--- src/rtl/regfile_pkg.sv ---
// Shared register-file constants and the write-arbiter state encoding.
package regfile_pkg;
  localparam int RF_AW    = 5;
  localparam int RF_DW    = 32;
  localparam int RF_NREGS = 32;

  typedef enum logic {
    ARB_IDLE   = 1'b0,
    ARB_LOCKED = 1'b1
  } arb_state_t;
endpackage

--- src/rtl/Decoder_5to32.sv ---
// Binary-to-one-hot register decoder; purely combinational.
module Decoder_5to32
  import regfile_pkg::*;
#(
  parameter int AW = RF_AW
) (
  input  logic [AW-1:0]      i_addr,
  output logic [2**AW-1:0]   o_onehot
);
  always_comb begin
    o_onehot         = '0;
    o_onehot[i_addr] = 1'b1;
  end
endmodule

--- src/rtl/regfile_wr_arbiter.sv ---
// Round-robin arbiter with bus locking for the single register-file write port; one-cycle write stage, x0 writes dropped.
// Optional per-requester saturating grant counters are built when REGFILE_WR_ARB_STATS_EN is defined.
module regfile_wr_arbiter
  import regfile_pkg::*;
#(
  parameter int N_REQ = 2,
  parameter int AW    = RF_AW,
  parameter int DW    = RF_DW
) (
  input  logic                i_clk,
  input  logic                i_rst_n,
  input  logic [N_REQ-1:0]    i_req,
  input  logic [N_REQ-1:0]    i_lock,
  input  logic [N_REQ*AW-1:0] i_addr,
  input  logic [N_REQ*DW-1:0] i_wdata,
  output logic [N_REQ-1:0]    o_gnt,
  output logic [2**AW-1:0]    o_rf_we,
  output logic [AW-1:0]       o_rf_waddr,
  output logic [DW-1:0]       o_rf_wdata,
  output logic                o_busy
`ifdef REGFILE_WR_ARB_STATS_EN
  ,
  output logic [N_REQ*16-1:0] o_stat_gnt_cnt
`endif
);
  localparam int IW = (N_REQ > 1) ? $clog2(N_REQ) : 1;

  arb_state_t       r_state, w_state_nxt;
  logic [IW-1:0]    r_rr_ptr, w_rr_ptr_nxt;
  logic [IW-1:0]    r_owner, w_owner_nxt;
  logic [IW-1:0]    w_cand, w_gnt_idx;
  logic             w_found, w_gnt_vld;
  logic [N_REQ-1:0] w_gnt;
  logic [AW-1:0]    w_sel_addr;
  logic [DW-1:0]    w_sel_wdata;
  logic             w_sel_lock;
  logic             r_wr_vld;
  logic [AW-1:0]    r_waddr;
  logic [DW-1:0]    r_wdata;
  logic [2**AW-1:0] w_dec;

  function automatic logic [IW-1:0] wrap_inc(input logic [IW-1:0] idx);
    if (int'(idx) == N_REQ - 1) return '0;
    return idx + 1'b1;
  endfunction

  // Winner search: rotate from rr_ptr while idle, only the owner while locked.
  always_comb begin
    w_gnt     = '0;
    w_gnt_idx = '0;
    w_found   = 1'b0;
    w_cand    = '0;
    if (r_state == ARB_IDLE) begin
      for (int k = 0; k < N_REQ; k++) begin
        w_cand = IW'((int'(r_rr_ptr) + k) % N_REQ);
        if (!w_found && i_req[w_cand]) begin
          w_found   = 1'b1;
          w_gnt_idx = w_cand;
        end
      end
    end else if (i_req[r_owner]) begin
      w_found   = 1'b1;
      w_gnt_idx = r_owner;
    end
    w_gnt_vld = w_found & i_rst_n;
    if (w_gnt_vld) w_gnt[w_gnt_idx] = 1'b1;
  end

  always_comb begin
    w_sel_addr  = '0;
    w_sel_wdata = '0;
    w_sel_lock  = 1'b0;
    for (int i = 0; i < N_REQ; i++) begin
      if (int'(w_gnt_idx) == i) begin
        w_sel_addr  = i_addr[i*AW +: AW];
        w_sel_wdata = i_wdata[i*DW +: DW];
        w_sel_lock  = i_lock[i];
      end
    end
  end

  always_comb begin
    w_state_nxt  = r_state;
    w_rr_ptr_nxt = r_rr_ptr;
    w_owner_nxt  = r_owner;
    case (r_state)
      ARB_IDLE: begin
        if (w_found) begin
          w_rr_ptr_nxt = wrap_inc(w_gnt_idx);
          if (w_sel_lock) begin
            w_state_nxt = ARB_LOCKED;
            w_owner_nxt = w_gnt_idx;
          end
        end
      end
      ARB_LOCKED: begin
        if (!i_lock[r_owner]) begin
          w_state_nxt  = ARB_IDLE;
          w_rr_ptr_nxt = wrap_inc(r_owner);
        end
      end
      default: w_state_nxt = ARB_IDLE;
    endcase
  end

  always_ff @(posedge i_clk or negedge i_rst_n) begin
    if (!i_rst_n) begin
      r_state  <= ARB_IDLE;
      r_rr_ptr <= '0;
      r_owner  <= '0;
      r_wr_vld <= 1'b0;
      r_waddr  <= '0;
      r_wdata  <= '0;
    end else begin
      r_state  <= w_state_nxt;
      r_rr_ptr <= w_rr_ptr_nxt;
      r_owner  <= w_owner_nxt;
      r_wr_vld <= w_found;
      if (w_found) begin
        r_waddr <= w_sel_addr;
        r_wdata <= w_sel_wdata;
      end
    end
  end

  Decoder_5to32 #(.AW(AW)) u_dec (
    .i_addr   (r_waddr),
    .o_onehot (w_dec)
  );

  // r_wr_vld clears asynchronously, so reset kills a pending write at once.
  assign o_rf_we    = (r_wr_vld && (r_waddr != '0)) ? w_dec : '0;
  assign o_rf_waddr = r_waddr;
  assign o_rf_wdata = r_wdata;
  assign o_busy     = (r_state == ARB_LOCKED);
  assign o_gnt      = w_gnt;

`ifdef REGFILE_WR_ARB_STATS_EN
  for (genvar g = 0; g < N_REQ; g++) begin : g_stat
    logic [15:0] r_cnt;
    always_ff @(posedge i_clk or negedge i_rst_n) begin
      if (!i_rst_n)                          r_cnt <= '0;
      else if (w_gnt[g] && r_cnt != 16'hFFFF) r_cnt <= r_cnt + 16'd1;
    end
    assign o_stat_gnt_cnt[g*16 +: 16] = r_cnt;
  end
`endif
endmodule

--- config.mk ---
export PLATFORM = sky130hd
export DESIGN_NAME = regfile_wr_arbiter
export DESIGN_NICKNAME = d
export VERILOG_FILES = /design/src/rtl/regfile_pkg.sv /design/src/rtl/Decoder_5to32.sv /design/src/rtl/regfile_wr_arbiter.sv
export SDC_FILE = /design/constraint.sdc
export NUM_CORES = 1
export LEC_CHECK = 0
export CAP_MARGIN = 15
export CELL_PAD_IN_SITES_DETAIL_PLACEMENT = 0
export CELL_PAD_IN_SITES_GLOBAL_PLACEMENT = 1
export CORE_ASPECT_RATIO = 1.75
export CORE_UTILIZATION = 27
export DETAILED_ROUTE_END_ITERATION = 10
export GPL_TIMING_DRIVEN = 0
export PLACE_DENSITY_LB_ADDON = 0.1
export SYNTH_ARGS = -nofsm -noshare
export SYNTH_HDL_FRONTEND = slang
export SYNTH_SLANG_ARGS = --single-unit
--- constraint.sdc ---
create_clock -name i_clk -period 3.4 [get_ports i_clk]
set_input_delay 1.02 -clock i_clk [delete_from_list [all_inputs] [get_ports i_clk]]
set_output_delay 1.02 -clock i_clk [all_outputs]
set_load 0.005 [all_outputs]
# After elaboration in Yosys (flattened, before gate mapping)
# Index checks and enable logic that the tools add are counted.
# totals
regBits	41
inputBits	80
output_inout_bits	72
word_cells	71
# op_classes
n_addsub	3
magnitude_cmp	7
eq_ne	2
mux	43
bitwise	2
reduce_logical	8
# ops
cell	count
$mux W32	2
$mux W1	35
$lt A1 B2 Y1 const B	4
$lt A5 B6 Y1 const B	1
$demux W1 S5	1
$ge A5 B1 Y1 const B	1
$mux W5	1
$reduce_bool A5 Y1	1
$logic_and A1 B1 Y1	4
$ne A2 B2 Y1 const B	2
$pmux W1 S2	2
$add A1 B1 Y1 const B	3
$reduce_and A3 Y1	1
$mux W2	1
$reduce_and A2 Y1	1
$and A1 B1 Y1	1
$demux W1 S1	1
$ge A1 B1 Y1 const B	1
$logic_not A1 Y1	1
$not A1 Y1	1

# Depth between registers and ports, before layout
# Gate-level depths: netlist (run 1).
# logic_depth
depth_word	14
ltp_mapped	7
mapped_depth_nobuf	4

# Cells and area by module
# A second synthesis (run 1) with hierarchy kept.
# hier_totals
cells_unflattened	255
hier_area_um2	2481.1
# modules_own_cells
mod	n_inst	cells_per_inst	area_per_inst_um2	seq_area_each_um2
regfile_wr_arbiter	1	208	2267.2	1026.0
Decoder_5to32	1	47	214.0	0.0

# Least setup slack after synthesis (run 1)
# Ideal clock, no wire load.
# synth_timing
path_type	input-to-output
from	input i_req[0]
to	output o_gnt[0]
t_arrival_ps	1882
setup_slack_ps	498
path_stages	4
path_buffers	1
cell_sequence	inv_2 > o311ai_4 > buf_6 > and3_2
# synth_between
elab_chain_len	13
elab_cells_between_ends	24
classes_between	order compare (2); mux (18); bitwise (1); reduce/logical (3)
# synth_lines
element	line	text
start, declared	regfile_wr_arbiter.sv:12	input logic [N_REQ-1:0] i_req,
$mux W1 (not written as such) (2 in a row)	regfile_wr_arbiter.sv:56	if (!w_found && i_req[w_cand]) begin
$mux W1	regfile_wr_arbiter.sv:56	
$mux W1	regfile_wr_arbiter.sv:53	if (r_state == ARB_IDLE) begin
$logic_not A1 Y1	regfile_wr_arbiter.sv:56	
$logic_and A1 B1 Y1	regfile_wr_arbiter.sv:56	
$mux W1	regfile_wr_arbiter.sv:56	
$mux W1	regfile_wr_arbiter.sv:53	
$lt A1 B2 Y1 (not written as such) or $ge A1 B1 Y1 (tied branches)	regfile_wr_arbiter.sv:66	if (w_gnt_vld) w_gnt[w_gnt_idx] = 1'b1;
$logic_and A1 B1 Y1 (not written as such)	regfile_wr_arbiter.sv:66	
$mux W1 (not written as such)	regfile_wr_arbiter.sv:66	
$demux W1 S1	regfile_wr_arbiter.sv:66	
$mux W2 (*)	regfile_wr_arbiter.sv:66	
end, declared	regfile_wr_arbiter.sv:16	output logic [N_REQ-1:0] o_gnt,
# Mark *: on every way between the ends. The rest lies on a longest branch, timed or not. The select of a mux whose other input is x is not followed.

# Final worst setup path (run 1)
# layout_timing
from	input i_req[0]
to	output o_gnt[1]
# The elaborated chain is that of the path after synthesis.

==> flow_summary.ini, run 1 <==
[finish]
final_cells = 489
finalNetCount = 479
diodes = 0
fill_cells = 787
syn2layout_area_growth_pct = 81.6
design_area_um2 = 4040
drive_above_1_share_pct = 10.3

[route]
firstDrtPassIters = 7
first_iter_violations = 97
via_per_inst = 4.60
drc = 26
drtAntennaViolNets = 0
vias = 2247
routed_wl_um = 7230
wl_per_cell_um = 14.8

[worst_setup_path]
startpoint_type = input port
crit_path_max_fanout = 4
cp.arrival_ps = 2320
max_stage_delay_ps = 430
critPathKind = input port to output port
cpMaxStageDelayCell = clkdlybuf4s50_1
crit_path_end_kind = output port
required_ps = 2380
path_cells = clkdlybuf4s15_2 > inv_2 > o311ai_4 > buf_6 > buf_4 > nor2_1 > clkdlybuf4s50_1

[global_route]
grt_max_degree = 39
grt_pass1_wl_um = 11300
antenna_found_initial = 0
grt_pass1_vias = 2193
grt_overflow = 0
grt_usage_pct = 17.4

[floorplan]
core_um2 = 7960
die_h_um = 122
initial_utilization_pct = 28.0
die_x_um = 70.7
io_pins = 152
die_area_um2 = 8630
row_count = 43

[power_and_ir_drop]
p_per_area_nw_per_um2 = 689
p_seq_share_pct = 30.1
power_mw = 2.79
combPwrFrac_pct = 53.0
switchingPower_mw = 0.955
p_int_mw = 1.83
clockPowerShare_pct = 16.9
switching_share_pct = 34.3
leakage_nw = 1.75
ir_worst_vdd_v = 0.000354

[sta]
slew_viol_final = 0
layout_setup_ws_ps = 62.0
finalCritPeriodShare_pct = 98.2
skew_ps = 3.00
max_freq_mhz = 300
setup_viol = 0
min_period_ps = 3340
rsz0062_at_grt = false
final-hold-violation-count = 0
worst_slew_pin_slew_ps = 504
relSlewSlack_pct = 66.4

[yosys]
syn_nets = 316
async_flop_share_pct = 100
syn_area_per_cell_um2 = 9.44
yosysTopAreaCell = dfrtp_1
ys_seq_elements = 41
synth_cell_type_count = 31
synth-edff-count = 0
netlist_area_um2 = 2230
synth_area_leaders = dfrtp_1, mux2i_1, o21ai_1, nand2_1, nor2_1
seq_area_frac_synth_pct = 46.1
synth_flop_cell = dfrtp_1
yosysTopAreaCellShare_pct = 46.1
synthCells = 236
synth_warnings = 0
yosys-top-cells-count = dfrtp_1, nand2_1, mux2i_1

[clock_network]
clk_pin_slew_ps = 60
numClockSinks = 41
clock_path_buffers = 2
htree_num_levels = 2
cts_made_buffers = 5
cts_tree = done
clk_latency_ps = 280
clockRootBuffer = clkbuf_16

[job]
max_cap_violations = 0

[place]
place_congestion = 0.728
placed_area_um2 = 3860
dp_worst_setup_slack_ps = -748
placed_cells = 477
port_buffers = 150
dp_hpwl_um = 5650

[run_status]
status = finished, violations left
violations = DRC

[min_path]
hp-class = flop to flop
final cells by class:
cell class	count	area (µm²)	share of cell area, %
clock buffer	7	143	3.53
timing repair buffer	156	1550	38.3
sequential	41	1030	25.4
buffer	18	126	3.12
inverter	3	11.3	0.278
tap	90	113	2.78
multi-input combinational	174	1080	26.6
worst max-delay path, delay by kind of cell:
kind | cells | cell delay [ps]
simple gates | 1 | 40
buf+inv | 5 | 980
compound gates | 1 | 270
power groups by stage:
stage / combinational (mW) / sequential, mW / clock [mW]
2_1_floorplan: 0.659 / 0.855 / 0
3_3_place_gp: 1.45 / 0.838 / 0
3_5_place_dp: 1.46 / 0.846 / 0
4_1_cts: 1.51 / 0.841 / 0.489
5_1_grt: 1.60 / 0.874 / 0.504
6_report: 1.48 / 0.839 / 0.469
flip-flops by register name (all words and copies together) (netlist names):
register / cells
o_rf_wdata: 32
o_rf_waddr: 5
o_busy: 1
r_owner: 1
r_rr_ptr: 1
r_wr_vld: 1
cells in the final DEF, fill, tap and decap left out, types with 3 or more instances in the layout:
| master | count |
|---|---|
| clkdlybuf4s50_1 | 146 |
| nand2_1 | 41 |
| dfrtp_1 | 41 |
| mux2i_1 | 38 |
| nor2_1 | 33 |
| o21ai_1 | 33 |
| buf_4 | 8 |
| clkbuf_1 | 7 |
| nand3b_1 | 6 |
| buf_2 | 5 |
| clkbuf_16 | 5 |
| o21ai_2 | 4 |
| buf_8 | 3 |
metrics by stage:
stage | hold WS (ps) | setup TNS [ps] | utilization [%]
after global routing | 499 | 0 | 50.8
after detailed placement | 471 | -1290 | 48.4
after floorplan | 477 | 0 | -
final | 477 | 0 | 50.8
after CTS | 484 | 0 | 50.8
after global placement | 464 | -2880 | 48.2
path summary, 6_finish.rpt:
kind / startpoint / to / slack [ps] / cells past startpoint
min reg2reg: o_rf_wdata[10]$_DFFE_PN0P_ / o_rf_wdata[10]$_DFFE_PN0P_ / 480 / 2
max in group asynchronous: i_rst_n / o_rf_wdata[5]$_DFFE_PN0P_ / 2400 / 2
max reg2reg: o_busy$_DFF_PN0_ / o_rf_wdata[8]$_DFFE_PN0P_ / 1590 / 7
min: o_rf_wdata[10]$_DFFE_PN0P_ / o_rf_wdata[10]$_DFFE_PN0P_ / 480 / 2
min in group asynchronous: i_rst_n / o_rf_wdata[10]$_DFFE_PN0P_ / 560 / 1
max: i_req[0] / o_gnt[1] / 60 / 7
routing by layer:
metal  vias to the layer above  wire (µm)  track usage (%)
li1                       1121          -                -
met1                      1015       2490             16.5
met2                       102       4170             35.5
met3                         9        411             3.56
met4                         0        155             6.50
met5                         -          0                0
cells by family (layout without fill, tap and decap cells):
group | Yosys count | after routing | share of synthesized area [%]
DFF | 41 | 41 | 46.1
and+or+nand+nor | 88 | 88 | 17.0
muxes | 40 | 40 | 18.1
buffers and inverters | 21 | 184 | 6.07
other | 1 | 1 | 0.168
AOI/OAI and AO/OA | 45 | 45 | 12.6
what timing repair did:
| action | CTS | global route |
|---|---|---|
| hold endpoints to repair | 0 | 0 |
| setup endpoints to repair | 2 | 1 |
| hold buffers | 0 | 0 |
| buffers inserted | 5 | 0 |
| pin swaps | 2 | 0 |
| gates resized for setup | 10 | 1 |
No activity file was read; power rests on OpenSTA's default activity.
==> inputs of run 2 (changes only) <==
--- a/config.mk
+++ b/config.mk
@@ -5,13 +5,13 @@
 export SDC_FILE = /design/constraint.sdc
 export NUM_CORES = 1
 export LEC_CHECK = 0
+export ABC_AREA = 1
 export CAP_MARGIN = 15
 export CELL_PAD_IN_SITES_DETAIL_PLACEMENT = 0
 export CELL_PAD_IN_SITES_GLOBAL_PLACEMENT = 1
 export CORE_ASPECT_RATIO = 1.75
-export CORE_UTILIZATION = 27
+export CORE_UTILIZATION = 26
 export DETAILED_ROUTE_END_ITERATION = 10
-export GPL_TIMING_DRIVEN = 0
 export PLACE_DENSITY_LB_ADDON = 0.1
 export SYNTH_ARGS = -nofsm -noshare
 export SYNTH_HDL_FRONTEND = slang
==> run 2 against run 1 <==
  * The run now ends clean
  * Register-to-register slack gained 90 ps
  * Routed wire length is 18% higher
  * Die area grew 18%
  * Total power up 8.0%
  * Core utilization decreased by 5.1 points
  * Clock power increased by 11%
  * Area after synthesis rose by 14%
  * Clock-buffer cell count is 2 lower
  * Non-clock buffer count down 15
  * Fmax is 2.7% higher
  * Global-route usage increased by 0.14 points
  * Clock skew barely moved
  * Critical endpoint is now o_gnt[0]
  * Largest cell class unchanged
==> flow_summary.ini, run 2 <==
[run_status]
status = complete, no violations

[route]
via_per_inst = 4.39
wl_per_cell_um = 12.7
drtAntennaViolNets = 0
firstDrtPassIters = 4
first_iter_violations = 129
drc = 0
vias = 2931
routed_wl_um = 8510

[yosys]
syn_area_per_cell_um2 = 6.39
synthCells = 399
synth_cell_type_count = 20
synth_area_leaders = dfrtp_1, nand2_1, nand3_1, inv_1, nor2_1
synth_flop_cell = dfrtp_1
netlist_area_um2 = 2550
synth-edff-count = 0
seq_area_frac_synth_pct = 40.3
syn_nets = 479
yosysTopAreaCell = dfrtp_1
post-synth-top-count-cell = nand2_1
yosysTopAreaCellShare_pct = 40.3
async_flop_share_pct = 100
synth_warnings = 0
yosys-top-cells-count = nand2_1, inv_1, nand3_1
ys_seq_elements = 41

[place]
dp_hpwl_um = 6090
port_buffers = 150
placed_cells = 661
place_congestion = 0.785

[global_route]
grt_max_degree = 44
grt_pass1_vias = 2944
antenna_found_initial = 0
grt_overflow = 0
grt_usage_pct = 17.5
grt_pass1_wl_um = 14300

[clock_network]
clockRootBuffer = clkbuf_16
numClockSinks = 41
cts_made_buffers = 5
clock_path_buffers = 2
postCtsHoldBufs = 0
htree_num_levels = 2
clk_pin_slew_ps = 60
clk_latency_ps = 280
cts_tree = done

[job]
max_cap_violations = 0

[sta]
setup_viol = 0
worst_slew_pin_slew_ps = 556
skew_ps = 3.15
finalCritPeriodShare_pct = 95.6
max_freq_mhz = 308
slew_viol_final = 0
relSlewSlack_pct = 62.9
final-hold-violation-count = 0
rsz0062_at_grt = false
min_period_ps = 3250
whs_ps = 503

[worst_setup_path]
crit_family = buffers and inverters
path_buf_inv = 4
startpoint_type = input port
cpMaxStageDelayCell = clkdlybuf4s50_1
critPathKind = input port to output port
max_stage_delay_ps = 480
cp_common_cell = buf_4
crit_path_max_fanout = 3
required_ps = 2380
path_cells = clkdlybuf4s50_1 > buf_4 > nand2_2 > buf_4 > nor2_4 > nor2_1 > dlygate4sd2_1
crit_path_end_kind = output port
cp.arrival_ps = 2230

[floorplan]
io_pins = 152
die_x_um = 76.8
row_count = 47
initial_utilization_pct = 26.9
die_area_um2 = 10200
core_um2 = 9470
die_h_um = 133

[finish]
syn2layout_area_growth_pct = 69.8
final_cells = 668
fin_util_pct = 45.7
finalNetCount = 626
diodes = 0
drive_above_1_share_pct = 4.76
largest_register_ffs = 32
final_cell_mix = clkdlybuf4s50_1, nand2_1, inv_1
layout_commonest_cell = clkdlybuf4s50_1

[power_and_ir_drop]
p_per_area_nw_per_um2 = 695
leakage_nw = 2.21
ir_worst_vdd_v = 0.000339
power_mw = 3.01

[min_path]
hp-class = flop to flop
run 2: changes by cell type after synthesis, sizes merged, moves of 2 or more:
cell,delta
a21oi,+2
buf,+6
clkbuf,-5
inv,+85
mux2,-2
mux2i,-38
nand2,+77
nand3,+82
nand3b,-6
o21ai,-28
or3b,-3
run 2: worst paths after layout:
kind	startpoint	endpoint	slack, ps	cells after the start
setup / recovery	i_req[1]	o_gnt[0]	150	7
setup reg to reg	o_busy$_DFF_PN0_	o_rf_waddr[4]$_DFFE_PN0P_	1680	8
min in group asynchronous	i_rst_n	o_rf_wdata[9]$_DFFE_PN0P_	840	2
max in group asynchronous	i_rst_n	o_rf_wdata[20]$_DFFE_PN0P_	2170	2
hold reg to reg	o_rf_wdata[13]$_DFFE_PN0P_	o_rf_wdata[13]$_DFFE_PN0P_	500	2
hold / removal	o_rf_wdata[13]$_DFFE_PN0P_	o_rf_wdata[13]$_DFFE_PN0P_	500	2
run 2: tightest hold or removal path, delay by kind of cell (launching register included):
| kind | cells | cell delay [ps] |
|---|---|---|
| flops | 1 | 340 |
| simple gates | 2 | 130 |
run 2: timing repair:
item,4_1_cts,5_1_grt
buffers inserted,0,0
resized for setup,4,0
setup endpoints to repair,2,0
run 2: logic make-up after synthesis:
group	synth area share, %
other	0.147
buffers and inverters	17.3
AND/OR/NAND/NOR	39.6
AO/OA/AOI/OAI	2.70
flip-flops	40.3
run 2: power breakdown:
group	internal [mW]	leakage, nW	switching, mW
Clock	0.341	0.0797	0.182
Combinational	0.793	1.64	0.790
Sequential	0.732	0.487	0.171
run 2: metal layers:
metal / part of all wire [%] / vias to the layer above / track usage (%)
li1: - / 1483 / -
met5: 0 / - / 0
met4: 1.7 / 0 / 5.88
met1: 39 / 1331 / 19.4
met2: 53 / 107 / 32.4
met3: 6.0 / 10 / 3.59
run 2: layout make-up:
cell class	instances	area, µm²
Clock inverter	2	35.0
Timing Repair Buffer	159	1560
Clock buffer	5	125
Fill cell	1025	5140
Multi-Input combinational cell	251	1100
Inverter	88	330
Tap cell	122	153
Sequential cell	41	1030
run 2: per-stage QoR:
stage	setup TNS, ps	worst slack [ps]	cell area [µm²]
after detailed placement	-215	-146	4170
after global placement	-237	-123	4170
final	0	151	4330
after global routing	0	69.3	4330
after CTS	0	144	4330
after floorplan	0	768	2550
==> inputs of run 3 (changes only) <==
--- a/config.mk
+++ b/config.mk
@@ -6,7 +6,6 @@
 export NUM_CORES = 1
 export LEC_CHECK = 0
 export ABC_AREA = 1
-export CAP_MARGIN = 15
 export CELL_PAD_IN_SITES_DETAIL_PLACEMENT = 0
 export CELL_PAD_IN_SITES_GLOBAL_PLACEMENT = 1
 export CORE_ASPECT_RATIO = 1.75
==> results of run 3 <==
No change in the layout: final DEF, timing and power equal those of run 2.
